[src/rtl/next_pc_ctx.sv]
// Next-fetch-address generator with a round-robin saved-PC table for NPROC user programs.
// Redirects to the kernel on a context-change edge or program exit, and resumes programs on dispatch.
module next_pc_ctx #(
  parameter int          NPROC       = 4,
  parameter int          PID_W       = 2,
  parameter logic [31:0] OS_ENTRY    = 32'h0000_0000,
  parameter logic [31:0] PROG_BASE   = 32'h0000_1000,
  parameter logic [31:0] PROG_STRIDE = 32'h0000_1000
) (
  input  logic             CLK,
  input  logic             reset,
  input  logic [31:0]      pc_current,
  input  logic             branch_taken,
  input  logic [31:0]      branch_target,
  input  logic             jump,
  input  logic [31:0]      jump_target,
  input  logic             ctx_change,
  input  logic             proc_done,
  input  logic             sched_go,
  input  logic             proc_load,
  input  logic [PID_W-1:0] proc_load_id,
  input  logic [31:0]      proc_load_pc,
  output logic [31:0]      next_pc,
  output logic             in_program,
  output logic [PID_W-1:0] cur_proc,
  output logic             idle
);

  typedef enum logic {KERNEL, RUN} stateT;

  stateT             state;
  logic [NPROC-1:0]  valid;
  logic [31:0]       savedPc [NPROC];
  logic              ctxD;

  logic [31:0]       seqPc;
  logic              ctxEv;
  logic              found;
  logic [PID_W-1:0]  sel;

  always_comb begin
    if (jump)
      seqPc = jump_target;
    else if (branch_taken)
      seqPc = branch_target;
    else
      seqPc = pc_current + 32'd4;
  end

  assign ctxEv = ctx_change & ~ctxD & (state == RUN);

  // Round-robin scan starting just after the last-run slot; that slot itself is tried last.
  always_comb begin
    int               cand;
    logic [PID_W-1:0] candId;
    found  = 1'b0;
    sel    = cur_proc;
    cand   = 0;
    candId = '0;
    for (int k = 1; k <= NPROC; k++) begin
      cand   = (int'(cur_proc) + k) % NPROC;
      candId = PID_W'(cand);
      if (!found && valid[candId]) begin
        found = 1'b1;
        sel   = candId;
      end
    end
  end

  always_comb begin
    next_pc = seqPc;
    if (state == RUN) begin
      if (proc_done || ctxEv)
        next_pc = OS_ENTRY;
    end else if (sched_go && found) begin
      next_pc = savedPc[sel];
    end
  end

  // proc_load sits after the save/retire updates so its write wins on the same slot.
  always_ff @(posedge CLK or posedge reset) begin
    if (reset) begin
      state      <= KERNEL;
      in_program <= 1'b0;
      cur_proc   <= PID_W'(NPROC - 1);
      idle       <= 1'b0;
      valid      <= '0;
      ctxD       <= 1'b0;
      for (int i = 0; i < NPROC; i++)
        savedPc[i] <= PROG_BASE + 32'(i) * PROG_STRIDE;
    end else begin
      ctxD <= ctx_change;
      case (state)
        RUN: begin
          if (proc_done) begin
            valid[cur_proc] <= 1'b0;
            state           <= KERNEL;
            in_program      <= 1'b0;
          end else if (ctxEv) begin
            savedPc[cur_proc] <= pc_current;
            state             <= KERNEL;
            in_program        <= 1'b0;
          end
        end
        KERNEL: begin
          if (sched_go) begin
            if (found) begin
              cur_proc   <= sel;
              state      <= RUN;
              in_program <= 1'b1;
              idle       <= 1'b0;
            end else begin
              idle <= 1'b1;
            end
          end
        end
        default: state <= KERNEL;
      endcase
      if (proc_load) begin
        savedPc[proc_load_id] <= proc_load_pc;
        valid[proc_load_id]   <= 1'b1;
      end
    end
  end

endmodule

[config.mk]
export PLATFORM = sky130hd
export DESIGN_NAME = next_pc_ctx
export DESIGN_NICKNAME = d
export VERILOG_FILES = /design/src/rtl/next_pc_ctx.sv
export SDC_FILE = /design/constraint.sdc
export NUM_CORES = 1
export LEC_CHECK = 0
export ABC_AREA = 1
export BUFFER_PORTS_ARGS = -buffer_cell sky130_fd_sc_hd__buf_4
export CAP_MARGIN = 20
export CORE_ASPECT_RATIO = 0.7
export CORE_MARGIN = 2
export CORE_UTILIZATION = 55
export DETAILED_ROUTE_END_ITERATION = 8
export PLACE_DENSITY = 0.79
export SLEW_MARGIN = 20
export SYNTH_ARGS = -nofsm -noshare
export SYNTH_HDL_FRONTEND = slang
export SYNTH_SLANG_ARGS = --single-unit
[constraint.sdc]
create_clock -name CLK -period 5.3 [get_ports CLK]
set_clock_uncertainty 0.2 [all_clocks]
set_input_delay 0 -clock CLK [delete_from_list [all_inputs] [get_ports CLK]]
set_output_delay 0 -clock CLK [all_outputs]
set_load 0.1 [all_outputs]
==> results by group, run 1 <==
Status
  • Outcome: complete, no violations

Critical path
  • Max FO, Critical Path: 47
  • WS Path Type: register to primary output
  • Reg2Reg Capture Point: cur_proc[1]
  • Req. time, crit path: 5100 ps
  • Crit start category: register
  • R2r setup slk: 2060 ps
  • WP data arrival: 4120 ps
  • Worst reg2reg path depth: 11
  • Critical Path End Type: primary output
  • Reg2reg start: cur_proc[0]

Power
  • Power density over the cells: between 600 and 700 mW/mm2
  • Leak Pwr: between 6 and 7 nW
  • Worst VDD drop: 573.3 uV
  • Clock Power Share: around 15%
  • Part of the power in combinational logic: 67.1%
  • Reg power frac: 18.0%
  • Cell-internal power: 0.003519 W
  • Switch share: ~58%
  • P_sw: 0.004878 W

Placed design
  • Worst setup slack after placement: ~1600 ps
  • Placer Congestion: 0.9365
  • Port Buffer Count: around 170
  • Dpl hpwl: 23340 um

STA
  • Final Slew Violations: 0
  • Setup violators final: 0
  • Setup TNS: 0 ps
  • Crit share post-route: 81.53%
  • Slew @ Worst Pin: between 1000 and 1500 ps
  • Max Fclk: 231.4 MHz
  • Hold Violations, Final: 0
  • Rel. slew slack: around 28%
  • Post-route setup slack: just under 1000 ps
  • Unrepaired setup endpoints after global routing: false
  • Tmin final: 4321 ps

Yosys
  • Share of the synthesized area in the top cell type: 33.25%
  • Area share of fa/ha/maj cells after synthesis: 0.7615%
  • Post-synthesis sequential area ratio: 35.12%
  • Post-synthesis xor/xnor area fraction: 0.9773%
  • Largest family of logic cells by synthesized area: simple AND/OR/NAND/NOR gates
  • Cells after synthesis: roughly 1500
  • Synth cell types: 37
  • Average cell area after synthesis: around 6.7 um2
  • Post-synth top area cell: dfrtp_1
  • Fraction of the mapped netlist area in simple logic gates: 29.83%
  • Top cells by area, synth: dfrtp_1 33%, nand2_1 19%, o211ai_1 10%, o21ai_0 7.1%, inv_1 6.0%
  • Compound-Gate Fraction of Synth Area: 22.08%
  • Post-synthesis mux area share: 0%
  • Syn Nets: 1617
  • Syn. warnings: 0
  • #FFs+latches synth: 138
  • Syn Std Cell Area: roughly 0.0099 mm2

Layout
  • Proportion of layout cells with a drive suffix above 1: 15.49%
  • Area grow syn2layout: 28.72%
  • Fin nets: 1816
  • Diodes inserted: 0
  • Commonest non-fill, non-tap cells in the layout: 494 x nand2_1, 185 x buf_4, 157 x inv_1, 140 x o21ai_0, 134 x o211ai_1
  • Most common cell after layout, fill and taps aside: nand2_1

Floorplanning
  • Die area: 0.01903 mm2
  • Die height: 116.0 um
  • Core Area: between 0.015 and 0.02 mm2
  • Top Ports: ~170
  • Cell row count: 40
  • Die width: 164.0 um
  • Initial Utilization: 56.77%

Clock network
  • Total CTS buffers: 17
  • H-Tree Depth: 4
  • Clock latency on the worst-skew pair: 420 ps
  • CTS tree: done
  • Clk sinks: 138
  • Clock root cell: clkbuf_16
  • Post-CTS setup buffer count: 0
  • Longest Clk Path Bufs: 2
  • Worst-path clk slew: 60 ps

Routing
  • Drt first pass iters: 8
  • Via density per instance: 5.846
  • Number of remaining DRC errors: 0
  • Wirelength, routed: 36320 um
  • Iter 0 DRT Violations: between 1000 and 1500
  • Vias after detailed routing: 11200
  • Wire length per cell: 18.96 um
  • Routed Antenna Nets: 0

Job
  • Max Cap Viol: 0

Global route
  • Largest net degree at the start of global routing: roughly 110
  • Vias in the first global route: 9996
  • Initial antenna violation count: 1
  • First-pass GRT wire length: 55430 um
  • Aggregate global-route resource usage: approximately two fifths
  • Total grt overflow: 0

Worst hold path
  • Worst hold path type: input port to register
  • Hold Path Sink: ctxD
  • Hold Path Depth: 2
  • Min-delay src: ctx_change
## registers in the layout (all words and copies together), names as in the netlist
| signal | cells |
|---|---|
| ctxD | 1 |
| cur_proc | 2 |
| idle | 1 |
| in_program | 1 |
| savedPc | 128 |
| state | 1 |
| valid | 4 |
## metrics by stage
step           power [W]  hold slack [ps]  std cells  cell area [um2]  util (%)
4_1_cts         0.008250            4.475       1915            12660     72.91
3_5_place_dp    0.006859           -79.34       1785            11070     63.76
2_1_floorplan   0.005785           -168.6       1473             9858         -
5_1_grt         0.008859            62.67       1916            12690     73.07
6_report        0.008397            49.29       1916            12690     73.07
3_3_place_gp    0.006796           -73.97       1785            11070     63.76
## power groups by stage
stage / logic, W / registers, W / clock network (W)
after global placement: 0.00529 / 0.00151 / 0
final: 0.00564 / 0.00151 / 0.00125
after global routing: 0.00604 / 0.00153 / 0.00129
after CTS: 0.00550 / 0.00150 / 0.00125
after floorplan: 0.00422 / 0.00156 / 0
after detailed placement: 0.00535 / 0.00151 / 0
## cell families after synthesis
family | Yosys count
AOI/OAI and AO/OA | 341
DFF | 138
and+or+nand+nor | 710
buffers and inverters | 267
xor gates and xnor gates | 11
adders and majority gates | 6
## cell type report
class | count | area (um2)
Clock buffer | 20 | 446.7
Clock inverter | 12 | 161.4
Fill cell | 1430 | 4677
Inverter | 163 | 624.3
Multi-Input combinational cell | 1068 | 5309
Sequential cell | 138 | 3462
Tap cell | 231 | 289.0
Timing Repair Buffer | 284 | 2397
## synth_stat cells
library cell	number
nor2_1	58
o21ai_0	140
inv_4	1
clkbuf_2	1
inv_6	1
xnor2_1	1
dfstp_2	7
xor2_1	10
o21a_1	38
nand4_1	8
buf_6	8
o21bai_1	1
buf_2	23
nand3_1	111
o21ai_1	2
nand3_2	2
o221ai_1	4
ha_1	6
dfrtp_1	131
nor2_2	1
nand3b_1	6
clkbuf_1	66
nand2_1	494
o211ai_1	134
nand2_4	1
a21oi_1	16
nor3_2	1
or2_2	3
inv_1	158
clkinv_1	2
nand4_2	1
o21ai_2	6
buf_1	4
inv_2	1
nor3_1	9
buf_4	2
nand2_2	15
## what timing repair did
item,4_1_cts,5_1_grt
gates resized for setup,0,0
hold buffers,98,0
endpoints found under the hold margin,236,0
## worst max-delay path by stage
stage,from,end,slack (ps),depth (start not counted)
after floorplan,cur_proc[0],next_pc[0],1110,11
after global placement,cur_proc[0],next_pc[8],1620,14
after detailed placement,cur_proc[0],next_pc[27],1570,17
after CTS,cur_proc[0],next_pc[27],1100,17
after global routing,cur_proc[0],next_pc[5],760,15
final,cur_proc[0],next_pc[5],980,15
## worst max-delay path: stages, from the launching register on
cell and delay (ps):
dfstp_2 700, inv_6 90, ha_1 370, inv_1 130, nand2_2 80, nand2_2 80
inv_4 50, nand3_1 60, nand2_1 450, nand2_2 220, buf_4 510, nand2_1 130
nand3_1 100, nand3_1 230, nand2_1 180, buf_4 300
## per-layer routing
metal,vias up,track usage (%),part of all wire [%]
met4,0,8.246,1.4
met5,-,0,0
met3,77,14.57,16
met1,5105,55.76,42
li1,5234,-,-
met2,785,54.65,41
Power figures use the tool's default switching activity.
==> run 2, diff against run 1 <==
--- a/config.mk
+++ b/config.mk
@@ -10,9 +10,9 @@
 export CAP_MARGIN = 20
 export CORE_ASPECT_RATIO = 0.7
 export CORE_MARGIN = 2
-export CORE_UTILIZATION = 55
+export CORE_UTILIZATION = 52
 export DETAILED_ROUTE_END_ITERATION = 8
-export PLACE_DENSITY = 0.79
+export PLACE_DENSITY = 0.78
 export SLEW_MARGIN = 20
 export SYNTH_ARGS = -nofsm -noshare
 export SYNTH_HDL_FRONTEND = slang
==> constraint.sdc (replaced) <==
create_clock -name CLK -period 3.9 [get_ports CLK]
set_clock_uncertainty 0.2 [all_clocks]
set_input_delay 0 -clock CLK [delete_from_list [all_inputs] [get_ports CLK]]
set_output_delay 0 -clock CLK [all_outputs]
set_load 0.1 [all_outputs]
==> results by group, run 2 (synthesis gave the netlist of run 1 again) <==
Status
  • Outcome: complete, no violations

Layout
  • # fillers: 1608
  • Top flop regs: savedPc (128), valid (4), cur_proc (2)
  • Commonest non-fill, non-tap cells in the layout: 494 x nand2_1, 194 x buf_4, 157 x inv_1, 140 x o21ai_0, 134 x o211ai_1
  • Biggest register: savedPc
  • Max reg flops: 128
  • Fin nets: 1827
  • Final core area utilization: 68.47%
  • Diodes inserted: 0
  • Proportion of layout cells with a drive suffix above 1: 15.92%
  • Area grow syn2layout: 30.31%
  • Most common cell after layout, fill and taps aside: nand2_1

Floorplanning
  • Die width: 168.6 um
  • Initial Utilization: 52.55%
  • Die height: 119.2 um
  • Cell row count: 42
  • Core Area: 0.01876 mm2
  • Die area: 0.02009 mm2
  • Top Ports: 174

Clock network
  • Clock root cell: clkbuf_16
  • CTS tree: done
  • Clock latency on the worst-skew pair: 430 ps
  • Worst-path clk slew: 60 ps
  • Clk sinks: 138
  • Longest Clk Path Bufs: 2
  • Total CTS buffers: 17
  • H-Tree Depth: 4

Routing
  • Wirelength, routed: 35590 um
  • Drt first pass iters: 6
  • Routed Antenna Nets: 0
  • Iter 0 DRT Violations: 1245
  • Via density per instance: 5.787
  • Wire length per cell: about 18 um
  • Number of remaining DRC errors: 0
  • Vias after detailed routing: 11220

Placed design
  • Port Buffer Count: 173
  • Dpl hpwl: 23060 um
  • Placer Congestion: 0.9343

Critical path
  • R2r setup slk: 900 ps
  • Reg2reg start: cur_proc[0]
  • Req. time, crit path: roughly 3700 ps
  • WS Path Type: register to primary output
  • Critical Path End Type: primary output
  • Worst reg2reg path depth: 8
  • Crit start category: register
  • Max FO, Critical Path: 47
  • Reg2Reg Capture Point: savedPc[60]
  • WP data arrival: 3510 ps

STA
  • Final Slew Violations: 0
  • Slew @ Worst Pin: 816.4 ps
  • Hold Slack: 43.67 ps
  • Tmin final: 3708 ps
  • Unrepaired setup endpoints after global routing: false
  • Setup violators final: 0
  • Max Fclk: 269.7 MHz
  • Crit share post-route: 95.07%
  • Hold Violations, Final: 0
  • Rel. slew slack: 45.58%

Global route
  • Aggregate global-route resource usage: 35.81%
  • First-pass GRT wire length: 55860 um
  • Total grt overflow: 0
  • Initial antenna violation count: 0
  • Largest net degree at the start of global routing: 76
  • Vias in the first global route: 10490

Job
  • Max Cap Viol: 0

Worst hold path
  • Hold Path Sink: ctxD
  • Hold Path Depth: 2
  • Min-delay src: ctx_change
  • Worst hold path type: input port to register

Power
  • Leak Pwr: between 6 and 7 nW
  • Power density over the cells: 903.4 mW/mm2
  • Worst VDD drop: 865.6 uV
-- run 2: changes by cell type in the layout (fill, tap and decap cells not counted), moves of 2 or more --
| cell | delta |
|---|---|
| buf_4 | +9 |
| nand2_4 | +2 |
| nand2_2 | -2 |
| inv_6 | -4 |
| bufinv_16 | +2 |
| buf_12 | +2 |
-- run 2: routing by layer --
metal,vias to the layer above,track usage (%),share of wire [%]
li1,5257,-,-
met1,5174,50.93,42
met2,717,52.78,42
met3,68,10.83,14
met4,0,10.34,2.1
met5,-,0,0
-- run 2: cell type report --
| cell class | count | area [um2] | area share, % |
|---|---|---|---|
| Clock buffer | 22 | 464.2 | 3.614 |
| Clock inverter | 10 | 188.9 | 1.471 |
| Inverter | 163 | 621.8 | 4.841 |
| Multi-Input combinational cell | 1068 | 5319 | 41.40 |
| Sequential cell | 138 | 3462 | 26.95 |
| Tap cell | 242 | 302.8 | 2.357 |
| Timing Repair Buffer | 295 | 2487 | 19.36 |
-- run 2: stage by stage --
stage          instances  total power, W  setup slack, ps  instance area (um2)  setup TNS, ps
2_1_floorplan       1473        0.007861           -292.2                 9858         -584.3
3_3_place_gp        1802        0.009255            680.5                11150              0
3_5_place_dp        1802        0.009362            579.9                11150              0
4_1_cts             1933         0.01140            101.4                12800              0
5_1_grt             1938         0.01227            45.93                12850              0
6_report            1938         0.01160            192.4                12850              0
-- run 2: worst max-delay path by stage --
stage                     start     endpoint  slack (ps)
floorplan           cur_proc[0]   next_pc[0]        -290
global placement    cur_proc[0]  next_pc[11]         680
detailed placement  cur_proc[0]  next_pc[11]         580
CTS                 cur_proc[0]  next_pc[11]         100
global route        cur_proc[1]  next_pc[11]          50
finish              cur_proc[1]   next_pc[8]         190
-- run 2: what timing repair did --
| item | CTS | global route |
|---|---|---|
| gates resized for setup | 0 | 2 |
| setup endpoints to repair | 0 | 18 |
| endpoints found under the hold margin | 201 | 0 |
| hold buffers | 99 | 0 |
| buffers inserted | 0 | 5 |
-- run 2: worst max-delay path, stage by stage, from the launching register on --
cell and delay, ps:
dfstp_2 600, inv_1 120, ha_1 390, inv_1 100
nand2_2 90, nand2_2 60, inv_4 80, nand4_2 100
nand2_2 100, buf_4 470, nand2_1 130, nand3_1 110
nand3_1 240, nand2_1 160, buf_4 300
-- run 2: power breakdown --
group | switching, W | leakage (nW) | internal [W]
combinational | 0.00569 | 4.60 | 0.00207
sequential | 0.000233 | 1.62 | 0.00180
clock | 0.000636 | 0.315 | 0.00117
==> run 3, diff against run 2 <==
--- a/config.mk
+++ b/config.mk
@@ -5,14 +5,16 @@
 export SDC_FILE = /design/constraint.sdc
 export NUM_CORES = 1
 export LEC_CHECK = 0
-export ABC_AREA = 1
 export BUFFER_PORTS_ARGS = -buffer_cell sky130_fd_sc_hd__buf_4
 export CAP_MARGIN = 20
+export CELL_PAD_IN_SITES_DETAIL_PLACEMENT = 0
+export CELL_PAD_IN_SITES_GLOBAL_PLACEMENT = 1
 export CORE_ASPECT_RATIO = 0.7
 export CORE_MARGIN = 2
-export CORE_UTILIZATION = 52
+export CORE_UTILIZATION = 38
+export CTS_BUF_LIST = sky130_fd_sc_hd__clkbuf_8 sky130_fd_sc_hd__clkbuf_16
 export DETAILED_ROUTE_END_ITERATION = 8
-export PLACE_DENSITY = 0.78
+export PLACE_DENSITY_LB_ADDON = 0.1
 export SLEW_MARGIN = 20
 export SYNTH_ARGS = -nofsm -noshare
 export SYNTH_HDL_FRONTEND = slang
==> results by group, run 3 <==
Routing
  • Iter 0 DRT Violations: 655
  • Via density per instance: 5.392
  • Drt first pass iters: 8
  • Number of remaining DRC errors: 0
  • Wire length per cell: 20.59 um
  • Routed Antenna Nets: 0
  • Vias after detailed routing: 8336
  • Wirelength, routed: 31840 um

Yosys
  • Synth cell types: 57
  • Fraction of the mapped netlist area in simple logic gates: around 14%
  • Post-synthesis xor/xnor area fraction: under 10%
  • Async S/R FF share, synth: 100.0%
  • Post-synth top area cell: dfrtp_1
  • Syn. warnings: 0
  • Top_reg_cell synth: dfrtp_1
  • Post-synthesis sequential area ratio: approximately two fifths
  • Most common library cells after synthesis: 187 x mux2i_1, 131 x dfrtp_1, 98 x nand2_1
  • Cells after synthesis: just under 1000
  • Area share of fa/ha/maj cells after synthesis: 0.8450%
  • Post-synth EDFFs: 0
  • Syn Nets: ~1100
  • Post-synthesis mux area share: 21.19%
  • Most common cell in the synthesized netlist: mux2i_1
  • Average cell area after synthesis: about 9.0 um2
  • Top cells by area, synth: dfrtp_1 37%, mux2i_1 21%, o21ai_0 4.8%, a21oi_1 4.6%, nand2_1 4.1%
  • #FFs+latches synth: 138
  • Share of the synthesized area in the top cell type: 36.90%
  • Compound-Gate Fraction of Synth Area: 17.52%
  • Syn Std Cell Area: 0.008885 mm2
  • Largest family of logic cells by synthesized area: multiplexers

Placed design
  • Port Buffer Count: roughly 170
  • Area after DPL: 0.01052 mm2
  • Placer Congestion: 0.7861
  • Dpl hpwl: between 20000 and 25000 um

Global route
  • Largest net degree at the start of global routing: 90
  • Aggregate global-route resource usage: 26.23%
  • Vias in the first global route: about 8300
  • Total grt overflow: 0
  • Initial antenna violation count: 0
  • First-pass GRT wire length: ~50000 um

Worst hold path
  • Hold Path Depth: 2
  • Worst hold path type: input port to register
  • Min-delay src: ctx_change
  • Hold Path Sink: ctxD

STA
  • Unrepaired setup endpoints after global routing: false
  • Hold Slack: about 59 ps
  • Setup violators final: 0
  • Final Slew Violations: 0
  • Setup TNS: 0 ps
  • Slew @ Worst Pin: 988.4 ps
  • Crit share post-route: between 90% and 100%
  • Hold Violations, Final: 0
  • Max Fclk: 266.3 MHz
  • Tmin final: 3755 ps
  • Rel. slew slack: between 30% and 40%

Layout
  • Final core area utilization: 53.83%
  • Biggest register: savedPc
  • Top flop regs: savedPc (128), valid (4), cur_proc (2)
  • Diodes inserted: 0
  • Area grow syn2layout: 38.08%
  • Fin nets: ~1400
  • Final instance area: 0.01227 mm2
  • # fillers: 2149
  • Proportion of layout cells with a drive suffix above 1: 21.64%
  • Commonest non-fill, non-tap cells in the layout: 194 x buf_4, 187 x mux2i_1, 131 x dfrtp_1, 106 x dlygate4sd3_1, 94 x nand2_1
  • Max reg flops: between 100 and 150
  • Most common cell after layout, fill and taps aside: buf_4

Floorplanning
  • Die height: between 100 and 150 um
  • Initial Utilization: 38.98%
  • Top Ports: between 150 and 200
  • Cell row count: 46
  • Die area: around 0.025 mm2
  • Die width: 186.8 um
  • Core Area: ~0.023 mm2

Status
  • Outcome: complete, no violations

Clock network
  • Clock latency on the worst-skew pair: 430 ps
  • H-Tree Depth: 4
  • Longest Clk Path Bufs: 2
  • Clock root cell: clkbuf_16
  • Total CTS buffers: 17
  • CTS tree: done
  • Clk sinks: around 140
  • Worst-path clk slew: 60 ps
  • Post-CTS setup buffer count: 0

Critical path
  • Crit start category: register
  • Critical Path End Type: primary output
  • R2r setup slk: 890 ps
  • Reg2reg start: cur_proc[0]
  • Reg2Reg Capture Point: savedPc[126]
  • WP data arrival: 3560 ps
  • Worst reg2reg path depth: 7
  • Req. time, crit path: between 3000 and 4000 ps
  • Max FO, Critical Path: 22
  • WS Path Type: register to primary output

Job
  • Max Cap Viol: 0

Power
  • Leak Pwr: 6.032 nW
  • Worst VDD drop: 461.0 uV
  • Power density over the cells: around 720 mW/mm2
  • Pwr Total: between 0.008 and 0.009 W
[run 3: cell types whose count changed in the layout (fill, tap and decap cells not counted), moves of 17 or more]
cell | before | now
o21ai_0 | 140 | 83
o22ai_1 | 0 | 17
xnor2_1 | 1 | 20
a21oi_1 | 16 | 81
o21a_1 | 38 | 1
mux2i_1 | 0 | 187
o211ai_1 | 134 | 10
inv_1 | 157 | 8
nand3_1 | 107 | 15
nand2_1 | 494 | 94
nor2_1 | 58 | 87
[run 3: how the worst max path moves through the flow]
| stage | start | end | slack (ps) |
|---|---|---|---|
| floorplan | cur_proc[0] | next_pc[0] | -120 |
| global placement | cur_proc[0] | next_pc[18] | 550 |
| detailed placement | cur_proc[0] | next_pc[18] | 500 |
| CTS | cur_proc[0] | next_pc[18] | 30 |
| global route | cur_proc[0] | next_pc[22] | 2 |
| finish | cur_proc[0] | next_pc[22] | 140 |
[run 3: layout make-up]
cell class / count / area (um2) / share of cell area, %
flip-flops and latches: 138 / 3470 / 28.28
multi-input cells: 752 / 5125 / 41.77
clock buffers: 18 / 439.2 / 3.580
repair buffers: 303 / 2572 / 20.97
inverters: 9 / 43.79 / 0.3570
clock inverters: 14 / 227.7 / 1.856
well taps: 312 / 390.4 / 3.182
[run 3: logic make-up after synthesis]
family,Yosys count
AO/OA/AOI/OAI,257
XOR/XNOR,28
adder cells (fa/ha/maj),6
buffers and inverters,98
flip-flops,138
multiplexers,188
AND/OR/NAND/NOR,273
[run 3: timing repair]
item,4_1_cts,5_1_grt
hold endpoints to repair,223,0
hold buffers,106,0
setup endpoints to repair,0,16
resized for setup,0,4
[run 3: report_power, final]
part	switching [W]	internal (W)	total, W
Sequential	0.000265	0.00179	0.00206
Clock	0.000662	0.00121	0.00187
Combinational	0.00325	0.00168	0.00493
[run 3: through the flow]
step,cells,setup WS [ps]
after CTS,1546,32.30
after global placement,1408,550.9
final,1546,144.8
after floorplan,988,-117.6
after global routing,1546,2.430
after detailed placement,1408,502.5
[run 3: layer usage]
metal | wire, um | global-route usage (%)
met4 | 458 | 6.658
met1 | 16080 | 39.70
met2 | 13720 | 38.93
met3 | 1575 | 3.993
met5 | 0 | 0
[run 3: critical path, cell delays in order, from the launching register on]
cell and delay, ps:
dfstp_4 750, clkinv_4 140, ha_4 320, mux2_4 320, a211oi_4 320, o21ai_1 150
nand3b_1 190, buf_8 250, o22ai_1 160, or2_1 270, buf_4 230
